<file path="config.mk">
export PLATFORM = sky130hd
export DESIGN_NAME = ysyx_24080014_lsu_axi_master
export DESIGN_NICKNAME = d
export VERILOG_FILES = /design/src/rtl/ysyx_24080014_pkg.sv /design/src/rtl/ysyx_24080014_lsu_align.sv /design/src/rtl/ysyx_24080014_lsu_axi_master.sv
export SDC_FILE = /design/constraint.sdc
export NUM_CORES = 1
export LEC_CHECK = 0
export BUFFER_PORTS_ARGS = -buffer_cell sky130_fd_sc_hd__clkbuf_2
export CAP_MARGIN = 20
export CELL_PAD_IN_SITES_DETAIL_PLACEMENT = 1
export CELL_PAD_IN_SITES_GLOBAL_PLACEMENT = 1
export CORE_MARGIN = 2
export CORE_UTILIZATION = 35
export CTS_BUF_LIST = sky130_fd_sc_hd__clkbuf_16
export DETAILED_ROUTE_END_ITERATION = 7
export PLACE_DENSITY = 0.77
export SYNTH_ARGS = -nofsm -noshare
export SYNTH_HDL_FRONTEND = slang
export SYNTH_SLANG_ARGS = --single-unit
</file>
<file path="constraint.sdc">
create_clock -name i_clk -period 2.4 [get_ports i_clk]
set_input_delay 0.12 -clock i_clk [delete_from_list [all_inputs] [get_ports i_clk]]
set_output_delay 0.12 -clock i_clk [all_outputs]
set_load 0.005 [all_outputs]
</file>
<file path="src/rtl/ysyx_24080014_pkg.sv">
// rtl/ysyx_24080014_pkg.sv - shared types and constants for the LSU AXI4-lite master
package ysyx_24080014_pkg;

    typedef enum logic [2:0] {
        ST_IDLE  = 3'd0,
        ST_RADDR = 3'd1,
        ST_RDATA = 3'd2,
        ST_WADDR = 3'd3,
        ST_BRESP = 3'd4,
        ST_RESP  = 3'd5
    } lsu_state_t;

    localparam logic [1:0] SIZE_B = 2'd0;
    localparam logic [1:0] SIZE_H = 2'd1;
    localparam logic [1:0] SIZE_W = 2'd2;

    localparam logic [1:0] AXI_RESP_OKAY   = 2'b00;
    localparam logic [1:0] AXI_RESP_SLVERR = 2'b10;

    // Half needs even address, word (and size code 3) needs 4-byte alignment.
    function automatic logic is_misaligned(input logic [1:0] addr_lo, input logic [1:0] size);
        case (size)
            SIZE_B:  return 1'b0;
            SIZE_H:  return addr_lo[0];
            default: return addr_lo != 2'b00;
        endcase
    endfunction

endpackage

</file>
<file path="src/rtl/ysyx_24080014_lsu_align.sv">
// rtl/ysyx_24080014_lsu_align.sv - store lane/strobe generation and load extract/extend
module ysyx_24080014_lsu_align
    import ysyx_24080014_pkg::*;
(
    input  logic [1:0]  i_addr_lo,
    input  logic [1:0]  i_size,
    input  logic        i_unsigned,
    input  logic [31:0] i_st_data,
    output logic [31:0] o_st_lanes,
    output logic [3:0]  o_st_strb,
    input  logic [31:0] i_ld_data,
    output logic [31:0] o_ld_data
);

    logic [4:0]  w_shamt;
    logic [3:0]  w_base_mask;
    logic [31:0] w_ld_shift;

    assign w_shamt    = {i_addr_lo, 3'b000};
    assign o_st_lanes = i_st_data << w_shamt;
    // Lanes shifted past byte 3 are simply dropped by the 4-bit result.
    assign o_st_strb  = w_base_mask << i_addr_lo;
    assign w_ld_shift = i_ld_data >> w_shamt;

    // Base strobe mask by access size before lane shifting.
    always_comb begin
        case (i_size)
            SIZE_B:  w_base_mask = 4'b0001;
            SIZE_H:  w_base_mask = 4'b0011;
            default: w_base_mask = 4'b1111;
        endcase
    end

    // Select byte/half/word from the shifted read data and extend it.
    always_comb begin
        case (i_size)
            SIZE_B:  o_ld_data = i_unsigned ? {24'h000000, w_ld_shift[7:0]}
                                            : {{24{w_ld_shift[7]}}, w_ld_shift[7:0]};
            SIZE_H:  o_ld_data = i_unsigned ? {16'h0000, w_ld_shift[15:0]}
                                            : {{16{w_ld_shift[15]}}, w_ld_shift[15:0]};
            default: o_ld_data = w_ld_shift;
        endcase
    end

endmodule

</file>
<file path="src/rtl/ysyx_24080014_lsu_axi_master.sv">
// rtl/ysyx_24080014_lsu_axi_master.sv - LSU to AXI4-lite master, optional YSYX_24080014_LSU_MISALIGN_CHECK_EN
module ysyx_24080014_lsu_axi_master
    import ysyx_24080014_pkg::*;
#(
    parameter int ADDR_W = 32,
    parameter int DATA_W = 32
) (
    input  logic              i_clk,
    input  logic              i_rst,
    input  logic              i_req_valid,
    output logic              o_req_ready,
    input  logic              i_req_wen,
    input  logic [ADDR_W-1:0] i_req_addr,
    input  logic [DATA_W-1:0] i_req_wdata,
    input  logic [1:0]        i_req_size,
    input  logic              i_req_unsigned,
    output logic              o_resp_valid,
    input  logic              i_resp_ready,
    output logic [DATA_W-1:0] o_resp_rdata,
    output logic              o_resp_err,
    output logic              o_awvalid,
    input  logic              i_awready,
    output logic [ADDR_W-1:0] o_awaddr,
    output logic              o_wvalid,
    input  logic              i_wready,
    output logic [DATA_W-1:0] o_wdata,
    output logic [7:0]        o_wstrb,
    input  logic              i_bvalid,
    output logic              o_bready,
    input  logic [1:0]        i_bresp,
    output logic              o_arvalid,
    input  logic              i_arready,
    output logic [ADDR_W-1:0] o_araddr,
    input  logic              i_rvalid,
    output logic              o_rready,
    input  logic [DATA_W-1:0] i_rdata,
    input  logic [1:0]        i_rresp
);

    lsu_state_t        r_state;
    logic [1:0]        r_addr_lo;
    logic [1:0]        r_size;
    logic              r_unsigned;
    logic              r_req_ready;
    logic              r_resp_valid;
    logic [DATA_W-1:0] r_resp_rdata;
    logic              r_resp_err;
    logic              r_awvalid;
    logic [ADDR_W-1:0] r_awaddr;
    logic              r_wvalid;
    logic [DATA_W-1:0] r_wdata;
    logic [7:0]        r_wstrb;
    logic              r_bready;
    logic              r_arvalid;
    logic [ADDR_W-1:0] r_araddr;
    logic              r_rready;

    logic [1:0]        w_sel_addr_lo;
    logic [1:0]        w_sel_size;
    logic [DATA_W-1:0] w_st_lanes;
    logic [3:0]        w_st_strb;
    logic [DATA_W-1:0] w_ld_data;
    logic              w_aw_done;
    logic              w_w_done;

    // In IDLE the aligner sees the incoming request (store lanes are latched
    // at acceptance); afterwards it sees the latched request for load extract.
    assign w_sel_addr_lo = (r_state == ST_IDLE) ? i_req_addr[1:0] : r_addr_lo;
    assign w_sel_size    = (r_state == ST_IDLE) ? i_req_size      : r_size;

    assign w_aw_done = !r_awvalid || i_awready;
    assign w_w_done  = !r_wvalid  || i_wready;

    ysyx_24080014_lsu_align u_align (
        .i_addr_lo  (w_sel_addr_lo),
        .i_size     (w_sel_size),
        .i_unsigned (r_unsigned),
        .i_st_data  (i_req_wdata),
        .o_st_lanes (w_st_lanes),
        .o_st_strb  (w_st_strb),
        .i_ld_data  (i_rdata),
        .o_ld_data  (w_ld_data)
    );

    // Transaction FSM with all bus and core-facing outputs registered.
    always_ff @(posedge i_clk) begin
        if (i_rst) begin
            r_state      <= ST_IDLE;
            r_addr_lo    <= 2'b00;
            r_size       <= SIZE_B;
            r_unsigned   <= 1'b0;
            r_req_ready  <= 1'b1;
            r_resp_valid <= 1'b0;
            r_resp_rdata <= '0;
            r_resp_err   <= 1'b0;
            r_awvalid    <= 1'b0;
            r_awaddr     <= '0;
            r_wvalid     <= 1'b0;
            r_wdata      <= '0;
            r_wstrb      <= 8'h00;
            r_bready     <= 1'b0;
            r_arvalid    <= 1'b0;
            r_araddr     <= '0;
            r_rready     <= 1'b0;
        end else begin
            case (r_state)
                ST_IDLE: begin
                    if (i_req_valid) begin
                        r_req_ready <= 1'b0;
                        r_addr_lo   <= i_req_addr[1:0];
                        r_size      <= i_req_size;
                        r_unsigned  <= i_req_unsigned;
`ifdef YSYX_24080014_LSU_MISALIGN_CHECK_EN
                        if (is_misaligned(i_req_addr[1:0], i_req_size)) begin
                            r_state      <= ST_RESP;
                            r_resp_valid <= 1'b1;
                            r_resp_rdata <= '0;
                            r_resp_err   <= 1'b1;
                        end else
`endif
                        if (i_req_wen) begin
                            r_state   <= ST_WADDR;
                            r_awvalid <= 1'b1;
                            r_wvalid  <= 1'b1;
                            r_bready  <= 1'b1;
                            r_awaddr  <= {i_req_addr[ADDR_W-1:2], 2'b00};
                            r_wdata   <= w_st_lanes;
                            r_wstrb   <= {4'b0000, w_st_strb};
                        end else begin
                            r_state   <= ST_RADDR;
                            r_arvalid <= 1'b1;
                            r_rready  <= 1'b1;
                            r_araddr  <= {i_req_addr[ADDR_W-1:2], 2'b00};
                        end
                    end
                end
                ST_RADDR: begin
                    if (i_arready) begin
                        r_arvalid <= 1'b0;
                        if (i_rvalid) begin
                            r_rready     <= 1'b0;
                            r_state      <= ST_RESP;
                            r_resp_valid <= 1'b1;
                            r_resp_rdata <= w_ld_data;
                            r_resp_err   <= (i_rresp != AXI_RESP_OKAY);
                        end else begin
                            r_state <= ST_RDATA;
                        end
                    end
                end
                ST_RDATA: begin
                    if (i_rvalid) begin
                        r_rready     <= 1'b0;
                        r_state      <= ST_RESP;
                        r_resp_valid <= 1'b1;
                        r_resp_rdata <= w_ld_data;
                        r_resp_err   <= (i_rresp != AXI_RESP_OKAY);
                    end
                end
                ST_WADDR: begin
                    if (r_awvalid && i_awready) r_awvalid <= 1'b0;
                    if (r_wvalid && i_wready)   r_wvalid  <= 1'b0;
                    if (w_aw_done && w_w_done) begin
                        if (i_bvalid) begin
                            r_bready     <= 1'b0;
                            r_state      <= ST_RESP;
                            r_resp_valid <= 1'b1;
                            r_resp_rdata <= '0;
                            r_resp_err   <= (i_bresp != AXI_RESP_OKAY);
                        end else begin
                            r_state <= ST_BRESP;
                        end
                    end
                end
                ST_BRESP: begin
                    if (i_bvalid) begin
                        r_bready     <= 1'b0;
                        r_state      <= ST_RESP;
                        r_resp_valid <= 1'b1;
                        r_resp_rdata <= '0;
                        r_resp_err   <= (i_bresp != AXI_RESP_OKAY);
                    end
                end
                ST_RESP: begin
                    if (i_resp_ready) begin
                        r_resp_valid <= 1'b0;
                        r_req_ready  <= 1'b1;
                        r_state      <= ST_IDLE;
                    end
                end
                default: begin
                    r_state     <= ST_IDLE;
                    r_req_ready <= 1'b1;
                end
            endcase
        end
    end

    assign o_req_ready  = r_req_ready;
    assign o_resp_valid = r_resp_valid;
    assign o_resp_rdata = r_resp_rdata;
    assign o_resp_err   = r_resp_err;
    assign o_awvalid    = r_awvalid;
    assign o_awaddr     = r_awaddr;
    assign o_wvalid     = r_wvalid;
    assign o_wdata      = r_wdata;
    assign o_wstrb      = r_wstrb;
    assign o_bready     = r_bready;
    assign o_arvalid    = r_arvalid;
    assign o_araddr     = r_araddr;
    assign o_rready     = r_rready;

endmodule
</file>
==> impl_metrics.json, run 1 <==
{
  "status": "completed",
  "synth-simple-area-share": 0.186,
  "yosysSeqAreaShare": 0.444,
  "slew-limit-headroom": 0.569,
  "cts_inserted_buffers": 17,
  "slowest_delay_ps": 530,
  "setup_viol": 0,
  "syn_avg_cell_area_um2": 8.87,
  "mostFrequentLayoutCell": "clkbuf_2",
  "fp.dieH_um": 140,
  "hold_path_end": "o_wdata[0]$_SDFFE_PP0P_",
  "post_cts_resized": 0,
  "final_cell_mix": "247 x clkbuf_2, 149 x nand2_1, 144 x dfxtp_1",
  "rrSetupSlack_ps": 160,
  "utilization": 0.499,
  "drtPass1Iterations": 4,
  "cts_max_level": 4,
  "cp-start-kind": "flop",
  "n_antenna_cell": 0,
  "gr-total-overflow": 0,
  "async_flop_share": 0,
  "finalHoldViolCount": 0,
  "die_x_um": 140,
  "post-route-min-period_ps": 2240,
  "gr-usage-all-layers": 0.236,
  "cts_tree": "built",
  "p_leak_nw": 4.05,
  "drt-total-wl_um": 23500,
  "grt_first_pass_wirelength_um": 36700,
  "fin_hold_ws_ps": 17.0,
  "avgViaCountPerCell": 5.27,
  "whs_path_depth": 3,
  "postRouteAntennaNets": 0,
  "syn_area_um2": 6490,
  "dp_hpwl_um": 16300,
  "fmax_ghz": 0.447,
  "synthDistinctLibCells": 59,
  "synth_edf_count": 0,
  "yosysWarnings": 0,
  "layout-drive-gt1-share": 0.335,
  "reg2reg_from": "r_state[0]$_SDFFE_PP0P_",
  "yosys-top-cells-area": "dfxtp_1 44%, nand2_1 8.6%, mux2i_1 7.9%",
  "p_per_area_nw_per_um2": 1120,
  "reg2regPathDepth": 6,
  "cp.required_ps": 2760,
  "antenna_found_initial": 0,
  "grt_max_degree": 67,
  "vias": 6618,
  "core_area_um2": 18100,
  "synth-xor-area-share": 0,
  "insertion_delay_ps": 420,
  "drc": 0,
  "nets": 1128,
  "clockBufferDepth": 2,
  "cpLargestDelayFamily": "simple AND/OR/NAND/NOR gates",
  "cp_max_fo": 20,
  "ir_worst_vdd_v": 0.000521,
  "path_class": "reg2reg",
  "rr_endpoint": "o_resp_rdata[28]$_SDFFE_PP0P_",
  "io_buffers": 248,
  "wl_per_cell_um": 18.7,
  "synth_top_family_by_area": "compound AO/OA/AOI/OAI gates",
  "worst_hold_startpoint": "i_req_wdata[0]",
  "synth_compound_area_frac": 0.197,
  "area_delta_synth_final_pct": 38.8,
  "drv_slew": 0,
  "fp-row-count": 49,
  "slowest_stage": "dfxtp_1",
  "ios": 257,
  "muxShareOfSynthArea": 0.117,
  "root_buffer": "clkbuf_16",
  "fill_cells": 2161,
  "fin_skew_ps": 9.32,
  "worst-path-buf-inv": 1,
  "cap_violations": 0,
  "drt_iter0_drc": 261,
  "initial_core_util": 0.359,
  "rsz0062_at_grt": "no",
  "layoutNonFillerInstCount": 1256,
  "cp_cell_sequence": "buf_4 -> nand3b_1 -> a211oi_2 -> nand3_2 -> nor3_4 -> a221o_1",
  "synth_top_cell_area_share": 0.444,
  "yosys.area.top_type": "dfxtp_1",
  "clock-sinks": 144,
  "die-area_um2": 19700,
  "first_global_vias": 6793,
  "tightestPinTransition_ps": 646,
  "synthFlopType": "dfxtp_1",
  "worstPathArrival_ps": 2600,
  "fin_setup_tns_ps": 0,
  "gp_congestion": 0.828,
  "synthAdderAreaFrac": 0.00154,
  "place_inst": 1177,
  "hold_class": "in2reg",
  "syn_inst": 732,
  "ys_ff_latch": 144,
  "period_share": 0.932,
  "endpoint_kind": "flop",
  "clkTransAtPathRegs_ps": 60
}
## where the power goes
group	switching [mW]	total (mW)	internal, mW
Sequential	0.301	3.14	2.84
Combinational	2.49	4.45	1.95
Clock	1.07	2.48	1.42
## layer usage
metal	wire length (um)	track usage	up-vias
li1	-	-	3169
met1	9950	0.287	3192
met2	11700	0.408	219
met3	1230	0.0544	38
met4	596	0.0845	0
met5	0	0	-
## sequential cells by signal (all words and copies together) (netlist names)
name,count
o_resp_rdata,32
o_wdata,32
o_araddr,30
o_awaddr,30
o_wstrb,4
r_state,3
r_addr_lo,2
r_size,2
o_arvalid,1
o_awvalid,1
o_bready,1
o_req_ready,1
o_resp_err,1
o_resp_valid,1
o_rready,1
o_wvalid,1
r_unsigned,1
## tightest hold or removal path, stage by stage
cell	delay, ps
clkbuf_2	120
a22oi_1	70
nor2_1	80
## cell usage after synthesis, types with 3 or more instances
cell type,n
nand2_1,149
dfxtp_1,144
a21oi_1,80
mux2i_1,51
nor2_1,41
clkbuf_1,33
o21ai_0,20
mux2_2,18
a2bb2oi_1,16
buf_2,14
buf_4,14
nor3_1,13
nand3b_1,11
o211ai_1,11
a221o_1,9
a221oi_1,9
a22oi_1,9
nand3_1,9
a32o_1,8
a22o_1,7
nand2b_1,6
inv_1,4
nor2b_1,4
a211oi_1,3
buf_6,3
or3b_2,3
## logic make-up after synthesis
logic type,count (synthesis)
AND/OR/NAND/NOR,257
flip-flops,144
other,1
multiplexers,71
adder cells (fa/ha/maj),1
buffers and inverters,70
AO/OA/AOI/OAI,188
## repair_timing
item	4_1_cts	5_1_grt
hold endpoints to repair	79	0
hold buffers	48	0
buffers inserted	0	0
endpoints found under the setup margin	0	1
## layout make-up
cell class,count,area (um^2),share of cell area
multi-input cells,525,3300,0.366
flip-flops and latches,144,2880,0.320
repair buffers,323,1990,0.221
clock buffers,17,425,0.0472
well taps,229,287,0.0318
clock inverters,14,114,0.0126
inverters,4,15.0,0.00167
## through the flow
| stage | cell area (um^2) | total power, mW | worst slack, ps |
|---|---|---|---|
| 3_5_place_dp | 8000 | 7.54 | 181 |
| 4_1_cts | 9020 | 10.1 | 149 |
| 2_1_floorplan | 6520 | 5.98 | 286 |
| 6_report | 9020 | 10.1 | 162 |
| 5_1_grt | 9020 | 10.7 | 3.62 |
| 3_3_place_gp | 8000 | 7.44 | 262 |
## worst max-delay path by stage
stage / from / end / slack [ps] / cells past startpoint
6_report: r_state[0]$_SDFFE_PP0P_ / o_resp_rdata[28]$_SDFFE_PP0P_ / 160 / 6
5_1_grt: r_state[0]$_SDFFE_PP0P_ / o_resp_rdata[30]$_SDFFE_PP0P_ / 4 / 6
3_5_place_dp: r_state[0]$_SDFFE_PP0P_ / o_resp_rdata[26]$_SDFFE_PP0P_ / 180 / 6
3_3_place_gp: r_state[0]$_SDFFE_PP0P_ / o_resp_rdata[24]$_SDFFE_PP0P_ / 260 / 6
2_1_floorplan: r_state[2]$_SDFFE_PP0P_ / o_resp_rdata[10]$_SDFFE_PP0P_ / 290 / 7
4_1_cts: r_state[1]$_SDFFE_PP0P_ / o_wdata[20]$_SDFFE_PP0P_ / 150 / 7
No activity file was read; power rests on OpenSTA's default activity.
==> inputs of run 2 (changes only) <==
Settings changed: CELL_PAD_IN_SITES_DETAIL_PLACEMENT 1 to unset, CELL_PAD_IN_SITES_GLOBAL_PLACEMENT 1 to unset, CORE_UTILIZATION 35 to 49, PLACE_DENSITY 0.77 to 0.78, SKIP_CTS_REPAIR_TIMING set to 1.
==> run 2 against run 1 <==
The run now ends with negative hold slack left; worst setup slack lost 20 ps; via count shrank 1.4%; critical path depth is the same; clock skew shrank 2.7 ps; highest routed layer unchanged.
==> impl_metrics.json, run 2 (synthesis results as in run 1) <==
{
  "fp.dieH_um": 119,
  "tightestPinTransition_ps": 623,
  "cts_inserted_buffers": 17,
  "initial_core_util": 0.496,
  "drt_iter0_drc": 583,
  "postRouteAntennaNets": 0,
  "gr-usage-met1": 0.334,
  "core_area_um2": 13100,
  "die-area_um2": 14200,
  "endpoint_kind": "flop",
  "worstPathArrival_ps": 2580,
  "grt_first_pass_wirelength_um": 30500,
  "p_per_area_nw_per_um2": 1110,
  "die_x_um": 119,
  "root_buffer": "clkbuf_16",
  "gp_congestion": 0.879,
  "gr-total-overflow": 0,
  "vias": 6528,
  "fin_skew_ps": 6.57,
  "cts_max_level": 4,
  "ir_worst_vdd_v": 0.000500,
  "fin_setup_tns_ps": 0,
  "rrSetupSlack_ps": 140,
  "clock-sinks": 144,
  "grt_max_degree": 40,
  "worst_hold_startpoint": "i_req_wdata[2]",
  "layout-drive-gt1-share": 0.339,
  "p_leak_nw": 4.00,
  "slew-limit-headroom": 0.584,
  "mostFrequentLayoutCell": "clkbuf_2",
  "area_delta_synth_final_pct": 35.9,
  "reg2reg_from": "r_state[2]$_SDFFE_PP0P_",
  "gr-usage-all-layers": 0.269,
  "first_global_vias": 5957,
  "finalHoldViolCount": 2,
  "rr_endpoint": "o_resp_valid$_SDFFE_PP0P_",
  "path_class": "reg2reg",
  "antenna_found_initial": 0,
  "cp.required_ps": 2720,
  "drc": 0,
  "nets": 1116,
  "cts_tree": "built",
  "whs_path_depth": 3,
  "drv_slew": 0,
  "insertion_delay_ps": 410,
  "fp-row-count": 42,
  "use_met3": 0.0733,
  "drt-total-wl_um": 19900,
  "wl_per_cell_um": 16.7,
  "cp_max_fo": 13,
  "avgViaCountPerCell": 5.48,
  "cap_violations": 0,
  "io_buffers": 248,
  "rsz0062_at_grt": "no",
  "fin_hold_ws_ps": -12.8,
  "place_area_um2": 7900,
  "final_cell_area_um2": 8820,
  "reg2regPathDepth": 6,
  "dp_hpwl_um": 13900,
  "hold_class": "in2reg",
  "post-route-min-period_ps": 2260,
  "status": "complete, but fails checks",
  "violations": "negative hold slack",
  "drtPass1Iterations": 5,
  "final_cell_mix": "247 x clkbuf_2, 149 x nand2_1, 144 x dfxtp_1",
  "use_met2": 0.434,
  "hold_path_end": "o_wdata[2]$_SDFFE_PP0P_",
  "ios": 257,
  "clockBufferDepth": 2,
  "clkTransAtPathRegs_ps": 60,
  "n_antenna_cell": 0,
  "cp-start-kind": "flop",
  "fmax_ghz": 0.443,
  "setup_viol": 0,
  "busiest_layer": "met2",
  "period_share": 0.941
}
-- run 2: area by class of cell --
type	count	area [um^2]
sequential	144	2880
timing repair buffer	311	1840
fill	1067	4260
clock inverter	15	129
tap	176	220
inverter	4	15.0
clock buffer	17	425
multi-input combinational	525	3310
-- run 2: worst max-delay path by stage --
| stage | from | slack [ps] | to |
|---|---|---|---|
| after CTS | r_state[2]$_SDFFE_PP0P_ | 10 | o_resp_rdata[25]$_SDFFE_PP0P_ |
| after detailed placement | r_state[2]$_SDFFE_PP0P_ | 30 | o_resp_rdata[31]$_SDFFE_PP0P_ |
| after global routing | r_state[2]$_SDFFE_PP0P_ | 30 | o_resp_valid$_SDFFE_PP0P_ |
| after global placement | r_state[2]$_SDFFE_PP0P_ | 110 | o_resp_rdata[26]$_SDFFE_PP0P_ |
| after floorplan | r_state[2]$_SDFFE_PP0P_ | 290 | o_resp_rdata[10]$_SDFFE_PP0P_ |
| final | r_state[2]$_SDFFE_PP0P_ | 140 | o_resp_valid$_SDFFE_PP0P_ |
-- run 2: per-layer routing --
layer / share of wire / up-vias
met5: 0 / -
met4: 0.030 / 0
met3: 0.077 / 42
met2: 0.49 / 288
met1: 0.40 / 3060
li1: - / 3138
-- run 2: metrics by stage --
stage                     setup WS, ps  total power, mW   util  hold slack, ps  instances
after floorplan                    286             5.98      -             256        739
after global placement             108             7.23  0.604             358       1124
after detailed placement          28.0             7.29  0.604             363       1124
after CTS                         14.8             9.78  0.646           -76.8       1156
after global routing              34.3             10.4  0.674            1.62       1192
final                              142             9.83  0.674           -12.8       1192
-- run 2: worst max-delay path: stages (launching register included) --
cell      delay (ps)
dfxtp_1          650
buf_4            230
and3b_1          230
o21a_1           150
nor4_4           450
o221ai_1         220
a211oi_1         250
-- run 2: power breakdown --
group          switching, mW  total (mW)  leakage, nW  internal [mW]
Combinational           2.32        4.21         2.56           1.89
Clock                  0.970        2.47        0.271           1.50
Sequential             0.303        3.15         1.17           2.85
==> inputs of run 3 (changes only) <==
Settings changed: ABC_AREA set to 1, BUFFER_PORTS_ARGS -buffer_cell sky130_fd_sc_hd__clkbuf_2 to unset, CORE_UTILIZATION 49 to 60, DONT_BUFFER_PORTS set to 1, PLACE_DENSITY 0.78 to 0.73, SLEW_MARGIN set to 10.
==> run 3 against run 2 <==
The flow still finishes with violations (negative hold slack); cell area fell by 12%; flip-flop and latch count did not move; utilization rose by 4.3 points; wire length rose by 1.8%; clock-buffer cell count did not move; total power rose by 6.5%; clock skew rose by 0.96 ps; maximum frequency rose by 3.7%; highest routed layer unchanged.
==> impl_metrics.json, run 3 <==
{
  "status": "complete, but fails checks",
  "violations": "negative hold slack",
  "dp_hpwl_um": 13600,
  "rsz0062_at_grt": "no",
  "yosysSeqAreaShare": 0.432,
  "synth_compound_area_frac": 0.214,
  "grt_first_pass_wirelength_um": 28600,
  "place_area_um2": 6700,
  "antenna_found_initial": 0,
  "clock-sinks": 144,
  "root_buffer": "clkbuf_16",
  "whs_path_depth": 2,
  "hold_path_end": "o_wdata[21]$_SDFFE_PP0P_",
  "final_cell_mix": "182 x nand2_1, 156 x nor2_1, 144 x dfxtp_1",
  "initial_core_util": 0.616,
  "dp_slack_ps": 256,
  "async_flop_share": 0,
  "worstPathArrival_ps": 2520,
  "syn_inst": 948,
  "fill_cells": 914,
  "rrSetupSlack_ps": 220,
  "grt_max_degree": 70,
  "syn_area_um2": 6680,
  "ys_ff_latch": 144,
  "period_share": 0.907,
  "reg2reg_from": "r_state[0]$_SDFFE_PP0P_",
  "gr-usage-all-layers": 0.305,
  "synth.top_cells.by_count": "183 x nand2_1, 156 x nor2_1, 144 x dfxtp_1",
  "synth.most_common_cell": "nand2_1",
  "fin_setup_tns_ps": 0,
  "fin_ws_ps": 223,
  "setup_viol": 0,
  "nets": 1084,
  "fin_hold_ws_ps": -52.9,
  "syn_avg_cell_area_um2": 7.05,
  "reg2regPathDepth": 10,
  "cp-startpoint": "r_state[0]$_SDFFE_PP0P_",
  "die-area_um2": 12000,
  "drtPass1Iterations": 6,
  "clockBufferDepth": 2,
  "mostFrequentLayoutCell": "nand2_1",
  "core_area_um2": 10800,
  "cap_violations": 0,
  "fin_skew_ps": 7.54,
  "gp_congestion": 0.904,
  "synthDistinctLibCells": 38,
  "endpoint_kind": "flop",
  "clkTransAtPathRegs_ps": 60,
  "synth_top_cell_area_share": 0.432,
  "insertion_delay_ps": 420,
  "slew-limit-headroom": 0.344,
  "p_leak_nw": 3.31,
  "synthFlopType": "dfxtp_1",
  "post-route-min-period_ps": 2180,
  "cp-start-kind": "flop",
  "layout-drive-gt1-share": 0.0884,
  "worst_hold_startpoint": "i_req_wdata[5]",
  "wl_per_cell_um": 18.0,
  "tightestPinTransition_ps": 983,
  "vias": 6724,
  "drt_iter0_drc": 714,
  "path_class": "reg2reg",
  "muxShareOfSynthArea": 0,
  "rr_endpoint": "o_wdata[2]$_SDFFE_PP0P_",
  "synth_top_family_by_area": "simple AND/OR/NAND/NOR gates",
  "ios": 257,
  "cp_max_fo": 31,
  "yosysWarnings": 0,
  "cp.required_ps": 2740,
  "drc": 0,
  "yosys.area.top_type": "dfxtp_1",
  "fmax_ghz": 0.459,
  "io_buffers": 0,
  "fp.dieH_um": 110,
  "drv_slew": 0,
  "yosys-top-cells-area": "dfxtp_1 43%, nand2_1 10%, o21ai_0 9.7%",
  "cts_tree": "built",
  "p_per_area_nw_per_um2": 1350,
  "n_antenna_cell": 0,
  "fp-row-count": 38,
  "finalHoldViolCount": 6,
  "synth-simple-area-share": 0.270,
  "synth_edf_count": 0,
  "final_cell_area_um2": 7780,
  "hold_class": "in2reg",
  "area_delta_synth_final_pct": 16.5,
  "avgViaCountPerCell": 5.98,
  "drt-total-wl_um": 20300,
  "cts_inserted_buffers": 17,
  "cts_max_level": 4,
  "postRouteAntennaNets": 0,
  "ir_worst_vdd_v": 0.000710,
  "first_global_vias": 5876,
  "gr-total-overflow": 0,
  "die_x_um": 110,
  "synthAdderAreaFrac": 0,
  "synth-xor-area-share": 0
}
[run 3: cells by family (layout without fill, tap and decap cells)]
group | count (synthesis) | in the layout
other cells | 1 | 8
compound gates | 257 | 257
simple gates | 418 | 418
buf+inv | 128 | 157
flops | 144 | 144
[run 3: through the flow]
step	std cells	hold WS [ps]	util	total power, mW
4_1_cts	1072	-240	0.668	10.3
6_report	1124	-52.9	0.718	10.5
5_1_grt	1124	0.667	0.718	11.2
3_5_place_dp	1040	198	0.618	7.85
2_1_floorplan	955	255	-	6.90
3_3_place_gp	1040	195	0.618	7.76
[run 3: worst max-delay path by stage]
stage | end
final | o_wdata[2]$_SDFFE_PP0P_
after global routing | o_wdata[13]$_SDFFE_PP0P_
after CTS | o_wdata[4]$_SDFFE_PP0P_
after detailed placement | o_wdata[15]$_SDFFE_PP0P_
after global placement | o_wdata[3]$_SDFFE_PP0P_
after floorplan | o_resp_rdata[22]$_SDFFE_PP0P_
[run 3: power by group]
| part | switching (mW) | internal [mW] |
|---|---|---|
| clock | 1.03 | 1.42 |
| sequential | 0.451 | 2.92 |
| combinational | 3.13 | 1.51 |
| total | 4.61 | 5.85 |
[run 3: layout make-up]
type / instances / area, um^2 / area share
clock buffers: 17 / 425 / 0.0547
clock inverters: 15 / 119 / 0.0153
inverters: 59 / 221 / 0.0285
multi-input cells: 683 / 3260 / 0.419
flip-flops and latches: 144 / 2880 / 0.371
well taps: 140 / 175 / 0.0225
repair buffers: 66 / 693 / 0.0891
[run 3: metal layers]
layer	track usage	up-vias	part of all wire
met5	0	-	0
met1	0.349	3099	0.37
met4	0.143	0	0.036
li1	-	3156	-
met3	0.122	71	0.11
met2	0.498	398	0.48
[run 3: critical path, stage by stage, from the launching register on]
cell,delay [ps]
dfxtp_1,390
nor2_4,280
nand2_8,110
inv_2,110
nand2_2,160
nor2_4,130
buf_4,300
nand2_1,170
nor2_4,210
a22oi_1,90
nor2_1,130
